**src/rtl/exp_unit_pkg.sv**
```systemverilog
// Shared definitions for the fixed-point exponential unit (e^x for the softmax stage).
// Contents: datapath widths, log2(e) constant, 2^f polynomial coefficients, FSM state type.
// No ports; imported by exp_unit_if, exp_pow2_frac and exp_unit.
package definition;

  // Attention datapath half-width; data ports are 2*att_width bits.
  localparam int unsigned att_width = 8;
  localparam int unsigned FRAC      = att_width;
  localparam int unsigned DW        = 2 * att_width;

  // log2(e) in Q2.14.
  localparam int          LOG2E      = 23637;
  localparam int unsigned LOG2E_FRAC = 14;

  // 2^f ~= 1 + f*(C1 + C2*f), coefficients in Q0.(FRAC+2), rounded to nearest.
  // C1 + C2 == 1.0 exactly, so the curve meets 2.0 at f -> 1.
  localparam int unsigned C1 = (6565 * (1 << (FRAC + 2)) + 5000) / 10000;
  localparam int unsigned C2 = (3435 * (1 << (FRAC + 2)) + 5000) / 10000;

  typedef enum logic [2:0] {
    IDLE,
    MUL,
    POW,
    SHIFT,
    DONE
  } exp_state_t;

endpackage

```
**src/rtl/exp_unit_if.sv**
```systemverilog
// Start/done bus of the exponential unit.
//   en       : start/hold request (master -> slave)
//   i_exp    : operand x, signed Q(DW-FRAC).FRAC (master -> slave)
//   o_exp    : result e^x, unsigned Q(DW-FRAC).FRAC, held between results (slave -> master)
//   end_flag : one-cycle pulse when o_exp is updated (slave -> master)
interface exp_unit_if;
  import definition::*;

  logic                 en;
  logic signed [DW-1:0] i_exp;
  logic        [DW-1:0] o_exp;
  logic                 end_flag;

  modport master (
    output en,
    output i_exp,
    input  o_exp,
    input  end_flag
  );

  modport slave (
    input  en,
    input  i_exp,
    output o_exp,
    output end_flag
  );

endinterface

```
**src/rtl/exp_pow2_frac.sv**
```systemverilog
// Combinational 2^f approximation for f in [0,1).
//   f_i : fraction, Q0.FRAC
//   m_o : 2^f, Q1.FRAC (range [1.0, 2.0))
// Evaluates 1 + f*(C1 + C2*f) with round-to-nearest at each rescale.
module exp_pow2_frac
  import definition::*;
(
  input  logic [FRAC-1:0] f_i,
  output logic [FRAC:0]   m_o
);

  // Coefficient width: Q0.(FRAC+2) needs one extra bit to hold 1.0.
  localparam int unsigned CW = FRAC + 3;
  localparam int unsigned PW = CW + FRAC;

  logic [PW-1:0] c2f;
  logic [CW-1:0] inner;
  logic [PW-1:0] prod;

  always_comb begin
    // C2*f is Q0.(2*FRAC+2); drop FRAC bits to return to coefficient scale.
    c2f   = PW'(C2) * PW'(f_i);
    inner = CW'(PW'(C1) + ((c2f + PW'(1 << (FRAC - 1))) >> FRAC));
    // f*inner is Q0.(2*FRAC+2); drop FRAC+2 bits to get a Q0.FRAC increment.
    prod  = PW'(f_i) * PW'(inner);
    m_o   = (FRAC + 1)'(PW'(1 << FRAC) + ((prod + PW'(1 << (FRAC + 1))) >> (FRAC + 2)));
  end

endmodule

```
**src/rtl/exp_unit.sv**
```systemverilog
// Fixed-point exponential unit: o_exp = e^x computed as 2^(x*log2e).
//   clk  : system clock, rising edge
//   rstn : synchronous active-low reset
//   bus  : exp_unit_if.slave (en, i_exp in; o_exp, end_flag out)
// Sequence IDLE -> MUL -> POW -> SHIFT -> DONE; end_flag pulses in SHIFT, three cycles after
// en is sampled in IDLE. Dropping en in MUL or POW aborts without touching o_exp.
// Build option EXP_SAT_EN: when defined, results >= 2^DW saturate to all-ones; otherwise the
// left shift is truncated to DW bits. Underflow to zero is present in both builds.
module exp_unit
  import definition::*;
(
  input  logic       clk,
  input  logic       rstn,
  exp_unit_if.slave  bus
);

  localparam int unsigned SW = $clog2(DW);

  // Shift-count thresholds on n (signed).
  localparam logic signed [DW-1:0] NUfl = DW'(-(int'(FRAC) + 1));  // at or below: result is 0
`ifdef EXP_SAT_EN
  localparam logic signed [DW-1:0] NOvf = DW'(DW - FRAC);          // m >= 1.0 overflows here
`else
  localparam logic signed [DW-1:0] NOut = DW'(DW);                 // everything shifted out
`endif

  exp_state_t           state_q;
  logic signed [DW-1:0] x_q;
  logic signed [DW-1:0] n_q, n_d;
  logic [FRAC-1:0]      f_q, f_d;
  logic [DW-1:0]        o_exp_q, r_d;
  logic                 end_flag_q;

  logic signed [31:0]   prod;
  logic signed [31:0]   scaled;
  logic [FRAC:0]        m_w;
  logic [DW-1:0]        m_ext;

  // x * log2(e): Q.FRAC times Q2.14, rounded back to Q.FRAC. The arithmetic shift floors,
  // so n is the floor of the exponent and f is always a non-negative fraction.
  always_comb begin
    prod   = 32'(x_q) * 32'(LOG2E);
    scaled = (prod + (32'sd1 <<< (LOG2E_FRAC - 1))) >>> LOG2E_FRAC;
    n_d    = DW'(scaled >>> FRAC);
    f_d    = scaled[FRAC-1:0];
  end

  exp_pow2_frac u_pow2 (
    .f_i (f_q),
    .m_o (m_w)
  );

  // Barrel shift of the Q1.FRAC mantissa by n; output keeps FRAC fractional bits.
  always_comb begin
    m_ext = DW'(m_w);
    r_d   = '0;
    if (n_q[DW-1]) begin
      if (n_q > NUfl) begin
        r_d = m_ext >> SW'(-n_q);
      end
    end else begin
`ifdef EXP_SAT_EN
      if (n_q >= NOvf) begin
        r_d = '1;
      end else begin
        r_d = m_ext << SW'(n_q);
      end
`else
      if (n_q < NOut) begin
        r_d = m_ext << SW'(n_q);
      end
`endif
    end
  end

  // The polynomial and shifter are evaluated together at the end of POW so the new result
  // and its end_flag pulse are both visible while the FSM sits in SHIFT.
  always_ff @(posedge clk) begin
    if (!rstn) begin
      state_q    <= IDLE;
      x_q        <= '0;
      n_q        <= '0;
      f_q        <= '0;
      o_exp_q    <= '0;
      end_flag_q <= 1'b0;
    end else begin
      end_flag_q <= 1'b0;
      case (state_q)
        IDLE: begin
          if (bus.en) begin
            x_q     <= bus.i_exp;
            state_q <= MUL;
          end
        end
        MUL: begin
          if (!bus.en) begin
            state_q <= IDLE;
          end else begin
            n_q     <= n_d;
            f_q     <= f_d;
            state_q <= POW;
          end
        end
        POW: begin
          if (!bus.en) begin
            state_q <= IDLE;
          end else begin
            o_exp_q    <= r_d;
            end_flag_q <= 1'b1;
            state_q    <= SHIFT;
          end
        end
        SHIFT: begin
          state_q <= DONE;
        end
        DONE: begin
          // No retrigger until en has been released.
          if (!bus.en) begin
            state_q <= IDLE;
          end
        end
        default: begin
          state_q <= IDLE;
        end
      endcase
    end
  end

  assign bus.o_exp    = o_exp_q;
  assign bus.end_flag = end_flag_q;

endmodule

```
**src/flat_wrapper.sv**
```systemverilog
// flat-port wrapper written by rule: the top's interface ports become plain ports
module exp_unit_flat import definition::*;
  (clk, rstn, bus_en, bus_i_exp, bus_o_exp, bus_end_flag);
  exp_unit_if bus_i ();
  input  logic clk;
  input  logic rstn;
  input wire logic [$bits(bus_i.en)-1:0] bus_en;
  input wire logic [$bits(bus_i.i_exp)-1:0] bus_i_exp;
  output wire logic [$bits(bus_i.o_exp)-1:0] bus_o_exp;
  output wire logic [$bits(bus_i.end_flag)-1:0] bus_end_flag;
  assign bus_i.en = bus_en;
  assign bus_i.i_exp = bus_i_exp;
  assign bus_o_exp = bus_i.o_exp;
  assign bus_end_flag = bus_i.end_flag;
  exp_unit u_core (.clk(clk), .rstn(rstn), .bus(bus_i));
endmodule
```
**config.mk**
```make
export PLATFORM = sky130hd
export DESIGN_NAME = exp_unit_flat
export DESIGN_NICKNAME = d
export VERILOG_FILES = /design/src/rtl/exp_unit_pkg.sv /design/src/rtl/exp_unit_if.sv /design/src/rtl/exp_pow2_frac.sv /design/src/rtl/exp_unit.sv /design/src/flat_wrapper.sv
export SDC_FILE = /design/constraint.sdc
export NUM_CORES = 1
export LEC_CHECK = 0
export CORE_MARGIN = 10
export CORE_UTILIZATION = 45
export DETAILED_ROUTE_END_ITERATION = 10
export MAX_ROUTING_LAYER = met4
export PLACE_DENSITY = 0.66
export SYNTH_ARGS = -nofsm -noshare
export SYNTH_HDL_FRONTEND = slang
export SYNTH_SLANG_ARGS = --single-unit
```
**constraint.sdc**
```tcl
create_clock -name clk -period 10.95 [get_ports clk]
set_input_delay 1.6425 -clock clk [delete_from_list [all_inputs] [get_ports clk]]
set_output_delay 1.6425 -clock clk [all_outputs]
set_load 0.005 [all_outputs]
```
==> results of run 1 <==
metal layers:
metal | global-route usage | up-vias | share of wire
met5 | - | - | 0
met4 | 0.0265 | 0 | 0.0061
met3 | 0.0104 | 8 | 0.028
met2 | 0.263 | 137 | 0.49
met1 | 0.221 | 4260 | 0.48
li1 | - | 4349 | -
state kept, by name, summed over array words and instances (netlist names):
name / flops
u_core.bus.end_flag: 1
u_core.f_q: 8
u_core.bus.o_exp: 16
u_core.n_q: 10
u_core.x_q: 16
u_core.state_q: 3
final timing paths:
| check | end | from | slack [ns] | cells after the start |
|---|---|---|---|---|
| worst min-delay path | u_core.n_q[5] | u_core.n_q[5] | 0.48 | 2 |
| worst max-delay path | u_core.bus.o_exp[6] | u_core.f_q[3] | 1.38 | 31 |
| worst max register to register | u_core.bus.o_exp[6] | u_core.f_q[3] | 1.38 | 31 |
| worst min register to register | u_core.n_q[5] | u_core.n_q[5] | 0.48 | 2 |
metrics by stage:
step	total power, W	setup slack (ns)	area (µm²)
2_1_floorplan	0.00109	2.68	11300
3_3_place_gp	0.00132	1.59	11900
3_5_place_dp	0.00133	1.39	11900
4_1_cts	0.00153	1.37	12100
5_1_grt	0.00169	0.729	12100
6_report	0.00151	1.38	12100
report_power, final:
part	internal, W	switching (W)	total (W)
Combinational	0.000444	0.000630	0.00107
Clock	0.0000879	0.0000904	0.000178
Sequential	0.000210	0.0000438	0.000253
Total	0.000742	0.000764	0.00151
kinds of logic (layout without fill, tap and decap cells):
kind of cell             count (synthesis)  count (layout)  synth area share
buffers and inverters                  281             291            0.0944
flip-flops                              54              54            0.0958
adder cells (fa/ha/maj)                321             321             0.451
multiplexers                            11              11            0.0164
XOR/XNOR                                51              51            0.0396
AO/OA/AOI/OAI                          231             231             0.144
AND/OR/NAND/NOR                        354             354             0.159
tightest hold or removal path: stages (launching register included):
cell	delay, ns
dfxtp_1	0.33
nand2_1	0.05
a21boi_0	0.06
layout by cell type, fill, tap and decap left out, drive strengths merged, types with 25 or more instances in the layout:
cell	n
a21oi	40
ha	179
and2	65
nor2	55
nor3	29
dfxtp	54
o21ai	40
fa	142
a21boi	25
nand3	25
clkdlybuf4s50	35
xnor2	33
nand2	103
inv	247
cell type report:
class / instances / area [µm²]
flip-flops and latches: 54 / 1080
clock buffers: 5 / 125
clock inverters: 3 / 28.8
multi-input cells: 968 / 9140
inverters: 246 / 923
repair buffers: 37 / 365
fillers: 2367 / 12400
well taps: 324 / 405
==> flow_summary.json, run 1 <==
{
  "status": "finished, final reports clean",
  "ys_ff_latch": 54,
  "cpMostUsedCell": "fa_1",
  "grt.overflow.total": 0,
  "dp.cells": 1629,
  "grt_max_degree": 51,
  "clk_path_buf_depth": 2,
  "cp.arrival_ns": 9.77,
  "fin_tns_setup_ns": 0,
  "power.density_nw_per_um2": 125,
  "ys_async_sr_fraction": 0,
  "place_congestion": 0.920,
  "vdd_drop_max_mv": 0.120,
  "core_um2": 24500,
  "crit_fanout": 15,
  "post-cts-setup-buffers": 0,
  "wl_mm": 24.1,
  "synth_nets": 1643,
  "area_growth_pct": 6.94,
  "finalCritPeriodShare": 0.874,
  "relSlewSlack": 0.377,
  "post_cts_resized": 0,
  "rows": 57,
  "io_pins": 36,
  "post-route-min-period_ns": 9.57,
  "rsz0062_at_grt": "no",
  "post-synth-top-count-cell": "inv_1",
  "avgRoutedWirePerCell_um": 14.7,
  "drt-initial-drc-count": 497,
  "firstDrtPassIters": 7,
  "crit_slowest_cell": "dfxtp_1",
  "vias_per_cell": 5.35,
  "clock-sinks": 54,
  "p_leak_nw": 6.14,
  "endpoint_kind": "flop",
  "dp_hpwl_mm": 20.2,
  "synthCells": 1303,
  "track_usage": 0.162,
  "grt_pass1_vias": 8751,
  "yosys_most_used_dff": "dfxtp_1",
  "start_kind": "flop",
  "synth_edf_count": 0,
  "start_util": 0.461,
  "ys.warnings.count": 0,
  "grt_pass1_wl_mm": 42.0,
  "syn_avg_cell_area_um2": 8.66,
  "setup_violations": 0,
  "max_cap_viol_count": 0,
  "cts-hold-fix-buffers": 0,
  "antenna_cells": 0,
  "die_y_um": 178,
  "synth_area_leaders": "fa_1, ha_1, dfxtp_1",
  "die_area_um2": 31800,
  "slowest_delay_ns": 0.63,
  "hold_slack_ns": 0.480,
  "fin_skew_ns": 0.00989,
  "post-route-drc-count": 0,
  "num_vias": 8754,
  "tightest_slew_ns": 0.934,
  "critPathRequiredTime_ns": 11.15,
  "cts.clk_slew.worst_paths_ns": 0.09,
  "numPortBuffers": 35,
  "die_w_um": 178,
  "hold_path_class": "reg2reg",
  "synth.top_cell.area_share": 0.252,
  "criticalPathCategory": "reg2reg",
  "cp_num_buf_inv": 4,
  "finalNonFillerCells": 1637,
  "synth_cell_types": 76,
  "hold_violations": 0,
  "fmaxAchievable_ghz": 0.104,
  "synth_area_leader_cell": "fa_1",
  "clock-root-buffer": "clkbuf_16",
  "path_delay_family": "adder cells",
  "synth_area_um2": 11300,
  "ant_nets": 0,
  "antenna_found_initial": 0,
  "yosysSeqAreaShare": 0.0958,
  "clkLatencyLatePin_ns": 0.31,
  "cts_tree": "done",
  "cts_buffers": 5,
  "final_nets": 1652,
  "final_core_util": 0.493,
  "synth_commonest_cells": "inv_1, ha_1, fa_1, nand2_1, and2_1",
  "drv_slew": 0,
  "htreeDepth": 2,
  "drive_gt1_frac": 0.0244
}
Power figures use the tool's default switching activity.
==> run 2: changes to the inputs <==
==> constraint.sdc (replaced) <==
create_clock -name clk -period 9.37 [get_ports clk]
set_input_delay 1.4055 -clock clk [delete_from_list [all_inputs] [get_ports clk]]
set_output_delay 1.4055 -clock clk [all_outputs]
set_load 0.005 [all_outputs]
==> flow_summary.json, run 2 (synthesis gave the netlist of run 1 again) <==
{
  "antenna_cells": 0,
  "min_to": "u_core.bus.o_exp[15]",
  "hold_path_class": "reg2reg",
  "antenna_found_initial": 0,
  "htreeDepth": 2,
  "start_kind": "flop",
  "fin_skew_ns": 0.0117,
  "rr_startpoint": "u_core.f_q[3]",
  "num_vias": 8877,
  "dp_hpwl_mm": 20.5,
  "grt.overflow.total": 0,
  "p_switching_w": 0.000891,
  "cpMostUsedCell": "fa_1",
  "clock-root-buffer": "clkbuf_16",
  "p_leak_nw": 6.18,
  "crit_slowest_cell": "fa_1",
  "ant_nets": 0,
  "drive_gt1_frac": 0.0340,
  "die_y_um": 178,
  "die_area_um2": 31800,
  "final_nets": 1661,
  "rsz0062_at_grt": "no",
  "finalCritPeriodShare": 0.952,
  "clkLatencyLatePin_ns": 0.32,
  "dp.cells": 1638,
  "rr_endpoint": "u_core.bus.o_exp[14]",
  "seqPwrFrac": 0.160,
  "post-route-drc-count": 0,
  "rows": 57,
  "p_int_w": 0.000874,
  "critPathRequiredTime_ns": 9.57,
  "fin_ws_ns": 0.452,
  "criticalPathCategory": "reg2reg",
  "crit_fanout": 11,
  "slowest_delay_ns": 0.55,
  "firstDrtPassIters": 5,
  "cp.arrival_ns": 9.12,
  "cts_buffers": 5,
  "final_area_um2": 12100,
  "fillers": 2399,
  "area_growth_pct": 7.64,
  "wl_mm": 24.6,
  "p_comb_frac": 0.724,
  "cts_tree": "done",
  "layout_commonest_cell": "inv_1",
  "vdd_drop_max_mv": 0.133,
  "core_um2": 24500,
  "finalNonFillerCells": 1646,
  "clock-sinks": 54,
  "grt_max_degree": 51,
  "status": "finished, final reports clean",
  "relSlewSlack": 0.366,
  "final_cell_mix": "inv_1, ha_1, fa_1",
  "placed_area_um2": 12000,
  "cts.clk_slew.worst_paths_ns": 0.09,
  "whs_path_depth": 2,
  "cts-hold-fix-buffers": 0,
  "reg2reg_depth": 29,
  "grt_pass1_wl_mm": 42.7,
  "tightest_slew_ns": 0.949,
  "setup_violations": 0,
  "io_pins": 36,
  "fin_tns_setup_ns": 0,
  "grt_pass1_vias": 8865,
  "start_util": 0.461,
  "die_w_um": 178,
  "drt-initial-drc-count": 515,
  "avgRoutedWirePerCell_um": 14.9,
  "track_usage": 0.165,
  "hold_slack_ns": 0.471,
  "vias_per_cell": 5.39,
  "hold_violations": 0,
  "drv_slew": 0,
  "endpoint_kind": "flop",
  "post-cts-setup-buffers": 0,
  "place_ws_ns": 0.445,
  "worstHoldStart": "u_core.bus.o_exp[15]",
  "clk_path_buf_depth": 2,
  "numPortBuffers": 35,
  "fmaxAchievable_ghz": 0.112,
  "post-route-min-period_ns": 8.92,
  "regArea_um2": 1080,
  "max_cap_viol_count": 0,
  "reg2reg_slack_ns": 0.45,
  "power.density_nw_per_um2": 145,
  "multiInputGateArea_um2": 9160,
  "sw_frac_of_total": 0.505,
  "clockPowerShare": 0.116,
  "place_congestion": 0.939
}
-- run 2: cell types whose count changed in the layout (fill, tap and decap cells not counted) --
cell      delta
buf_4        +9
clkinv_2     +2
clkinv_4     -2
dfxtp_1      -1
dfxtp_2      +1
inv_6        +1
inv_8        -1
o31ai_1      -1
o31ai_2      +1
xnor2_1      -2
xnor2_2      +2
-- run 2: layout make-up --
type                       count  area share
clock buffer                   5      0.0103
clock inverter                 3     0.00155
inverter                     246      0.0760
multi-input combinational    968       0.754
sequential                    54      0.0891
tap                          324      0.0334
timing repair buffer          46      0.0357
-- run 2: worst max path at each step --
stage / from / endpoint / cells past startpoint
floorplan: u_core.f_q[3] / u_core.bus.o_exp[6] / 30
global placement: u_core.f_q[5] / u_core.bus.o_exp[6] / 30
detailed placement: u_core.f_q[5] / u_core.bus.o_exp[6] / 31
CTS: u_core.f_q[5] / u_core.bus.o_exp[6] / 31
global route: u_core.f_q[3] / u_core.bus.o_exp[6] / 30
finish: u_core.f_q[3] / u_core.bus.o_exp[14] / 29
-- run 2: stage by stage --
| stage | utilization | total power (W) |
|---|---|---|
| finish | 0.496 | 0.00177 |
| global route | 0.496 | 0.00198 |
| global placement | 0.490 | 0.00155 |
| floorplan | - | 0.00128 |
| detailed placement | 0.490 | 0.00156 |
| CTS | 0.496 | 0.00178 |
-- run 2: critical path: cells and delay by family (launching register included) --
kind	cells	cell delay, ns
flops	1	0.41
buf+inv	2	0.09
xor+xnor	2	0.42
compound gates	7	1.32
mux	1	0.52
fa+ha+maj	9	3.73
simple gates	8	2.32
-- run 2: power groups by stage --
stage	Combinational (W)	Clock, W	Sequential (W)
after floorplan	0.00101	0	0.000271
after global routing	0.00147	0.000221	0.000286
final	0.00128	0.000205	0.000283
after detailed placement	0.00128	0	0.000288
after global placement	0.00126	0	0.000287
after CTS	0.00129	0.000214	0.000282
-- run 2: routing by layer --
layer  GRT usage  part of all wire
met1       0.218              0.47
met2       0.272              0.49
met3      0.0133             0.030
met4      0.0355             0.015
met5           -                 0
-- run 2: repair_timing --
item	CTS	global route
endpoints found under the hold margin	0	0
resized for setup	0	4
endpoints found under the setup margin	0	15
==> run 3: changes to the inputs <==
--- a/config.mk
+++ b/config.mk
@@ -5,6 +5,7 @@
 export SDC_FILE = /design/constraint.sdc
 export NUM_CORES = 1
 export LEC_CHECK = 0
+export CAP_MARGIN = 20
 export CORE_MARGIN = 10
 export CORE_UTILIZATION = 45
 export DETAILED_ROUTE_END_ITERATION = 10
==> results of run 3 <==
Final layout, timing and power as in run 2 (identical DEF).
